==> src/rtl/vecmul_channel_scheduler.sv <==
// vecmul_channel_scheduler
//
// Time-multiplexes one shared vector-multiply datapath across every output
// channel of a layer. A feature vector is accepted and held on the datapath
// inputs. The weight/bias ROM address then steps through the channels, one
// per cycle. A tagged valid pipeline of depth ROM_LATENCY+DP_LATENCY follows
// each issued channel to the point where its result appears on dp_result.
// That result is written into out_vector[tag]. The completed vector is then
// presented with a valid/ready handshake.
//
// Ports
//   clk         rising-edge clock
//   reset       asynchronous active-high reset; clears all state
//   in_valid    feature vector offered
//   in_ready    block can accept a vector (IDLE only)
//   in_feature  INPUT_DIM x (PRECISION+1) signed feature vector
//   dp_feature  held feature vector driven to the datapath
//   wrom_en     weight/bias ROM read strobe
//   wrom_addr   channel index being read (0 whenever wrom_en=0)
//   dp_result   requantised datapath result, PRECISION bits
//   out_valid   out_vector complete
//   out_ready   consumer accepts out_vector
//   out_vector  OUTPUT_DIM x PRECISION results, index = channel
//   busy        block is not IDLE
module vecmul_channel_scheduler #(
  parameter int INPUT_DIM   = 4,
  parameter int OUTPUT_DIM  = 16,
  parameter int PRECISION   = 8,
  parameter int ROM_LATENCY = 1,
  parameter int DP_LATENCY  = 4
) (
  input  logic                                   clk,
  input  logic                                   reset,
  input  logic                                   in_valid,
  output logic                                   in_ready,
  input  logic signed [INPUT_DIM-1:0][PRECISION:0] in_feature,
  output logic signed [INPUT_DIM-1:0][PRECISION:0] dp_feature,
  output logic                                   wrom_en,
  output logic [$clog2(OUTPUT_DIM)-1:0]          wrom_addr,
  input  logic [PRECISION-1:0]                   dp_result,
  output logic                                   out_valid,
  input  logic                                   out_ready,
  output logic [OUTPUT_DIM-1:0][PRECISION-1:0]   out_vector,
  output logic                                   busy
);

  localparam int L  = ROM_LATENCY + DP_LATENCY;
  localparam int AW = $clog2(OUTPUT_DIM);
  localparam logic [AW-1:0] LAST_CH = AW'(OUTPUT_DIM - 1);

  typedef enum logic [1:0] {
    ST_IDLE,
    ST_ISSUE,
    ST_DRAIN,
    ST_OUTPUT
  } state_t;

  state_t state_reg, state_next;

  // wrom_addr_reg doubles as the channel counter while issuing.
  logic          wrom_en_reg,   wrom_en_next;
  logic [AW-1:0] wrom_addr_reg, wrom_addr_next;
  logic          in_ready_reg,  in_ready_next;
  logic          out_valid_reg, out_valid_next;
  logic          busy_reg,      busy_next;
  logic          load_feature;

  logic signed [INPUT_DIM-1:0][PRECISION:0] dp_feature_reg;
  logic [OUTPUT_DIM-1:0][PRECISION-1:0]     out_vector_reg;

  // Tagged valid pipeline; stage L-1 lines up with dp_result.
  logic [L-1:0]  sr_valid_reg;
  logic [AW-1:0] sr_tag_reg [L];

  logic sr_out_valid;
  logic last_exit;

  assign sr_out_valid = sr_valid_reg[L-1];
  // Channels leave the pipeline in issue order, so the final channel leaving
  // means nothing else is in flight.
  assign last_exit    = sr_out_valid && (sr_tag_reg[L-1] == LAST_CH);

  // ---------------------------------------------------------------- FSM
  always_ff @(posedge clk or posedge reset) begin
    if (reset) begin
      state_reg     <= ST_IDLE;
      wrom_en_reg   <= 1'b0;
      wrom_addr_reg <= '0;
      in_ready_reg  <= 1'b1;
      out_valid_reg <= 1'b0;
      busy_reg      <= 1'b0;
    end else begin
      state_reg     <= state_next;
      wrom_en_reg   <= wrom_en_next;
      wrom_addr_reg <= wrom_addr_next;
      in_ready_reg  <= in_ready_next;
      out_valid_reg <= out_valid_next;
      busy_reg      <= busy_next;
    end
  end

  // Outputs are computed from the next state so that they are registered
  // and line up with the state they describe.
  always_comb begin
    state_next     = state_reg;
    wrom_en_next   = 1'b0;
    wrom_addr_next = '0;
    load_feature   = 1'b0;
    case (state_reg)
      ST_IDLE: begin
        if (in_valid) begin
          load_feature   = 1'b1;
          state_next     = ST_ISSUE;
          wrom_en_next   = 1'b1;
          wrom_addr_next = '0;
        end
      end
      ST_ISSUE: begin
        if (wrom_addr_reg == LAST_CH) begin
          state_next = ST_DRAIN;
        end else begin
          wrom_en_next   = 1'b1;
          wrom_addr_next = wrom_addr_reg + AW'(1);
        end
      end
      ST_DRAIN: begin
        if (last_exit) begin
          state_next = ST_OUTPUT;
        end
      end
      ST_OUTPUT: begin
        if (out_ready) begin
          state_next = ST_IDLE;
        end
      end
      default: state_next = ST_IDLE;
    endcase
    in_ready_next  = (state_next == ST_IDLE);
    busy_next      = (state_next != ST_IDLE);
    out_valid_next = (state_next == ST_OUTPUT);
  end

  // ------------------------------------------------------- feature hold
  always_ff @(posedge clk or posedge reset) begin
    if (reset) begin
      dp_feature_reg <= '0;
    end else if (load_feature) begin
      dp_feature_reg <= in_feature;
    end
  end

  // ------------------------------------------------ tagged valid pipeline
  // The issue registers feed stage 0 directly. An idle cycle pushes
  // valid=0 with tag 0.
  generate
    for (genvar gi = 0; gi < L; gi++) begin : g_stage
      if (gi == 0) begin : g_head
        always_ff @(posedge clk or posedge reset) begin
          if (reset) begin
            sr_valid_reg[0] <= 1'b0;
            sr_tag_reg[0]   <= '0;
          end else begin
            sr_valid_reg[0] <= wrom_en_reg;
            sr_tag_reg[0]   <= wrom_addr_reg;
          end
        end
      end else begin : g_body
        always_ff @(posedge clk or posedge reset) begin
          if (reset) begin
            sr_valid_reg[gi] <= 1'b0;
            sr_tag_reg[gi]   <= '0;
          end else begin
            sr_valid_reg[gi] <= sr_valid_reg[gi-1];
            sr_tag_reg[gi]   <= sr_tag_reg[gi-1];
          end
        end
      end
    end
  endgenerate

  // ---------------------------------------------------- result capture
  // Entries persist across vectors. Every channel is rewritten before the
  // next out_valid, so no clearing is needed.
  generate
    for (genvar gi = 0; gi < OUTPUT_DIM; gi++) begin : g_slot
      always_ff @(posedge clk or posedge reset) begin
        if (reset) begin
          out_vector_reg[gi] <= '0;
        end else if (sr_out_valid && (sr_tag_reg[L-1] == AW'(gi))) begin
          out_vector_reg[gi] <= dp_result;
        end
      end
    end
  endgenerate

  assign in_ready   = in_ready_reg;
  assign dp_feature = dp_feature_reg;
  assign wrom_en    = wrom_en_reg;
  assign wrom_addr  = wrom_addr_reg;
  assign out_valid  = out_valid_reg;
  assign out_vector = out_vector_reg;
  assign busy       = busy_reg;

endmodule
==> config.mk <==
export PLATFORM = sky130hd
export DESIGN_NAME = vecmul_channel_scheduler
export DESIGN_NICKNAME = d
export VERILOG_FILES = /design/src/rtl/vecmul_channel_scheduler.sv
export SDC_FILE = /design/constraint.sdc
export NUM_CORES = 1
export LEC_CHECK = 0
export CORE_MARGIN = 8
export CORE_UTILIZATION = 42
export DETAILED_ROUTE_END_ITERATION = 7
export GPL_ROUTABILITY_DRIVEN = 0
export PLACE_DENSITY = 0.76
export SLEW_MARGIN = 30
export SYNTH_ARGS = -nofsm -noshare
export SYNTH_HDL_FRONTEND = slang
export SYNTH_SLANG_ARGS = --single-unit
==> constraint.sdc <==
create_clock -name clk -period 6.7 [get_ports clk]
set_clock_uncertainty 0.05 [all_clocks]
set_input_delay 1.34 -clock clk [delete_from_list [all_inputs] [get_ports clk]]
set_output_delay 1.34 -clock clk [all_outputs]
set_load 0.005 [all_outputs]
==> results.md <==
* Status: finished clean
* Hold slack at 299 ps
* Clock buffer depth at 2
* Maximum vdd drop at 0.000245 V
* Crit-path max FO at 29
* First-pass GRT wire length at 28600 µm
* Initial DRC Count at 139
* Pwr per Cell Area at 497 nW/µm²
* Final Hold Viols at 0
* Die ar. at 21700 µm²
* CTS tree: yes
* Row cnt at 48
* Worst path bufs/invs at 2
* Fin crit period at 2990 ps
* Critical path arrival at 3240 ps
* CTS resizes at 0
* FF/Latch Area at 4980 µm²
* Post-synth EDFFs at 0
* Critical Path Slowest Stage Cell: nor3b_2
* Die width at 147 µm
* CTS clock-pin slew for the worst setup and hold paths at 70 ps
* Final Power at 5.11 mW
* RSZ-0062 raised after global routing: no
* Share of cells above drive strength 1 at 31.6%
* Total gr overflow at 0
* Synthesis Warnings at 0
* Detail Route Antenna Nets at 0
* Multi-input logic area at 2130 µm²
* # DRC at 0
* Vias in the first global route at 5030
* Largest net degree at the start of global routing at 109
* Critical Path Max Stage Delay at 560 ps
* Syn avg cell area at 16.6 µm²
* Min-Delay Path Class: reg -> reg
* Max FFs per register at 128
* Routed vias at 4431
* DP HPWL at 13000 µm
* Worst-Skew Late Latency at 420 ps
* Final Net Count at 707
* DRT Wirelength at 17900 µm
* Most used DFF post-synth: dfrtp_1
* Post-synthesis register bit count at 199
* CTS Sinks at 199
* Layout Cells excl Fill at 897
* Cell Area, Synth at 7240 µm²
* CORE AREA at 17100 µm²
* Maxcap violations at 0
* Achievable frequency at 335 MHz
* Slew margin rel. at 39.3%
* Initial core utilization at 42.4%
* Tcrit/Tclk final at 44.6%
* Worst-path cell chain: clkdlybuf4s50_1 -> nor3b_2 -> buf_4 -> mux2_2
* Final setup margin at 3710 ps
* Initial antenna violation count at 0
* Synth cell types at 27
* Setup Buffers After CTS at 0
* Sequential cell area fraction in the yosys report at 68.8%
* GRT Total Usage at 17.0%
* Clock root buffer: clkbuf_16
* Crit path kind: in -> reg
* Drt via density at 4.94
* Placed cell count at 863
* CTS Buf Count at 17
* Max Slew Vio Count at 0
* Delay-heaviest family, CP: buffers and inverters
* H-tree Lvls at 4
* Syn nets at 485
* First-pass DRT Iterations at 4
* Crit. End Element: flop
* WL per Instance at 19.9 µm
* CTS Hold Buffers Added at 0
* Static leakage at 4.33 nW
* Setup TNS at 0 ps
* Worst-Margin Slew at 908 ps
* # IOs at 220
* Port Buffers at 219
* Final setup fails at 0
* Fillers at 1313
* Area grow syn2layout at 41.8%
* DIE HEIGHT at 147 µm
* Synth Instances at 436
* Startpoint types: input port
* Dpl ws at 3260 ps
* Critical Path RT at 6950 ps
* Ys async rst share at 100%
==> report_power, final <==
group,switching (mW),leakage [nW],internal (mW),total (mW)
registers,0.337,2.39,1.78,2.12
clock network,0.456,0.280,0.559,1.01
logic,0.624,1.66,1.35,1.98
==> through the flow <==
stage          area, µm²  utilization (%)
5_1_grt            10300             60.2
2_1_floorplan       7240                -
4_1_cts            10200             60.1
6_report           10300             60.2
3_3_place_gp        9650             56.6
3_5_place_dp        9650             56.6
==> final timing paths <==
path | start | endpoint | slack, ps | cells after the start
worst min-delay path | sr_tag_reg[14] | sr_tag_reg[10] | 300 | 0
min in group asynchronous | reset | dp_feature[31] | 1210 | 2
max in group asynchronous | reset | dp_feature[1] | 4250 | 4
worst max register to register | sr_tag_reg[3] | out_vector[25] | 4560 | 3
worst min register to register | sr_tag_reg[14] | sr_tag_reg[10] | 300 | 0
worst max-delay path | in_valid | dp_feature[8] | 3710 | 4
==> logic make-up (layout without fill, tap and decap cells) <==
| logic type | Yosys count | count (layout) | synth area share, % |
|---|---|---|---|
| simple gates | 38 | 38 | 2.96 |
| fa+ha+maj | 1 | 1 | 0.173 |
| buf+inv | 26 | 261 | 1.81 |
| mux | 164 | 164 | 25.5 |
| compound gates | 7 | 7 | 0.622 |
| other cells | 0 | 1 | 0 |
| flops | 199 | 199 | 68.8 |
| xor+xnor | 1 | 1 | 0.121 |
==> placed cells by master, fill, tap and decap left out, types with 2 or more instances in the layout <==
master	Yosys	final
inv_6	0	2
clkbuf_16	0	17
nor2_2	8	8
buf_4	3	2
inv_1	6	5
nand3b_1	2	2
mux2_2	164	164
clkinvlp_4	0	5
bufinv_16	0	2
inv_8	0	2
a21oi_1	2	2
nand3_1	3	3
clkdlybuf4s50_1	0	219
or3_1	3	3
dfrtp_1	198	198
nand2_1	6	6
nand2b_1	6	6
buf_12	0	2
nor2_1	5	5
clkinv_4	0	4
==> Yosys cell counts (all sizes together) (2+ instances only) <==
cell | n | area share (%)
inv | 6 | 0.31
clkbuf | 9 | 0.47
a21oi | 2 | 0.14
buf | 11 | 1.0
nand2b | 6 | 0.52
nand3b | 2 | 0.21
or3 | 3 | 0.26
nand2 | 6 | 0.31
nor3b | 2 | 0.21
nor2 | 13 | 0.95
mux2 | 164 | 26
nand3 | 3 | 0.21
dfrtp | 198 | 68
==> final cells by class <==
cell class / count / share of cell area (%)
Antenna cell: 1 / 0.0244
Clock inverter: 15 / 1.66
Multi-Input combinational cell: 211 / 20.8
Clock buffer: 17 / 4.14
Timing Repair Buffer: 223 / 21.9
Sequential cell: 199 / 48.5
Tap cell: 225 / 2.74
Inverter: 6 / 0.256
==> worst register-to-register path, stage by stage, from the launching register on <==
cell and delay, ps:
dfrtp_1 410, nor3b_1 410, nor2b_1 740, mux2_2 420
==> routing by layer <==
metal	vias up	global-route usage [%]	wire, µm
met1	2286	19.6	7220
li1	1965	-	-
met3	14	8.64	1970
met4	0	4.90	151
met5	-	0	0
met2	166	27.4	8560
(Power assumes the default switching activity.)
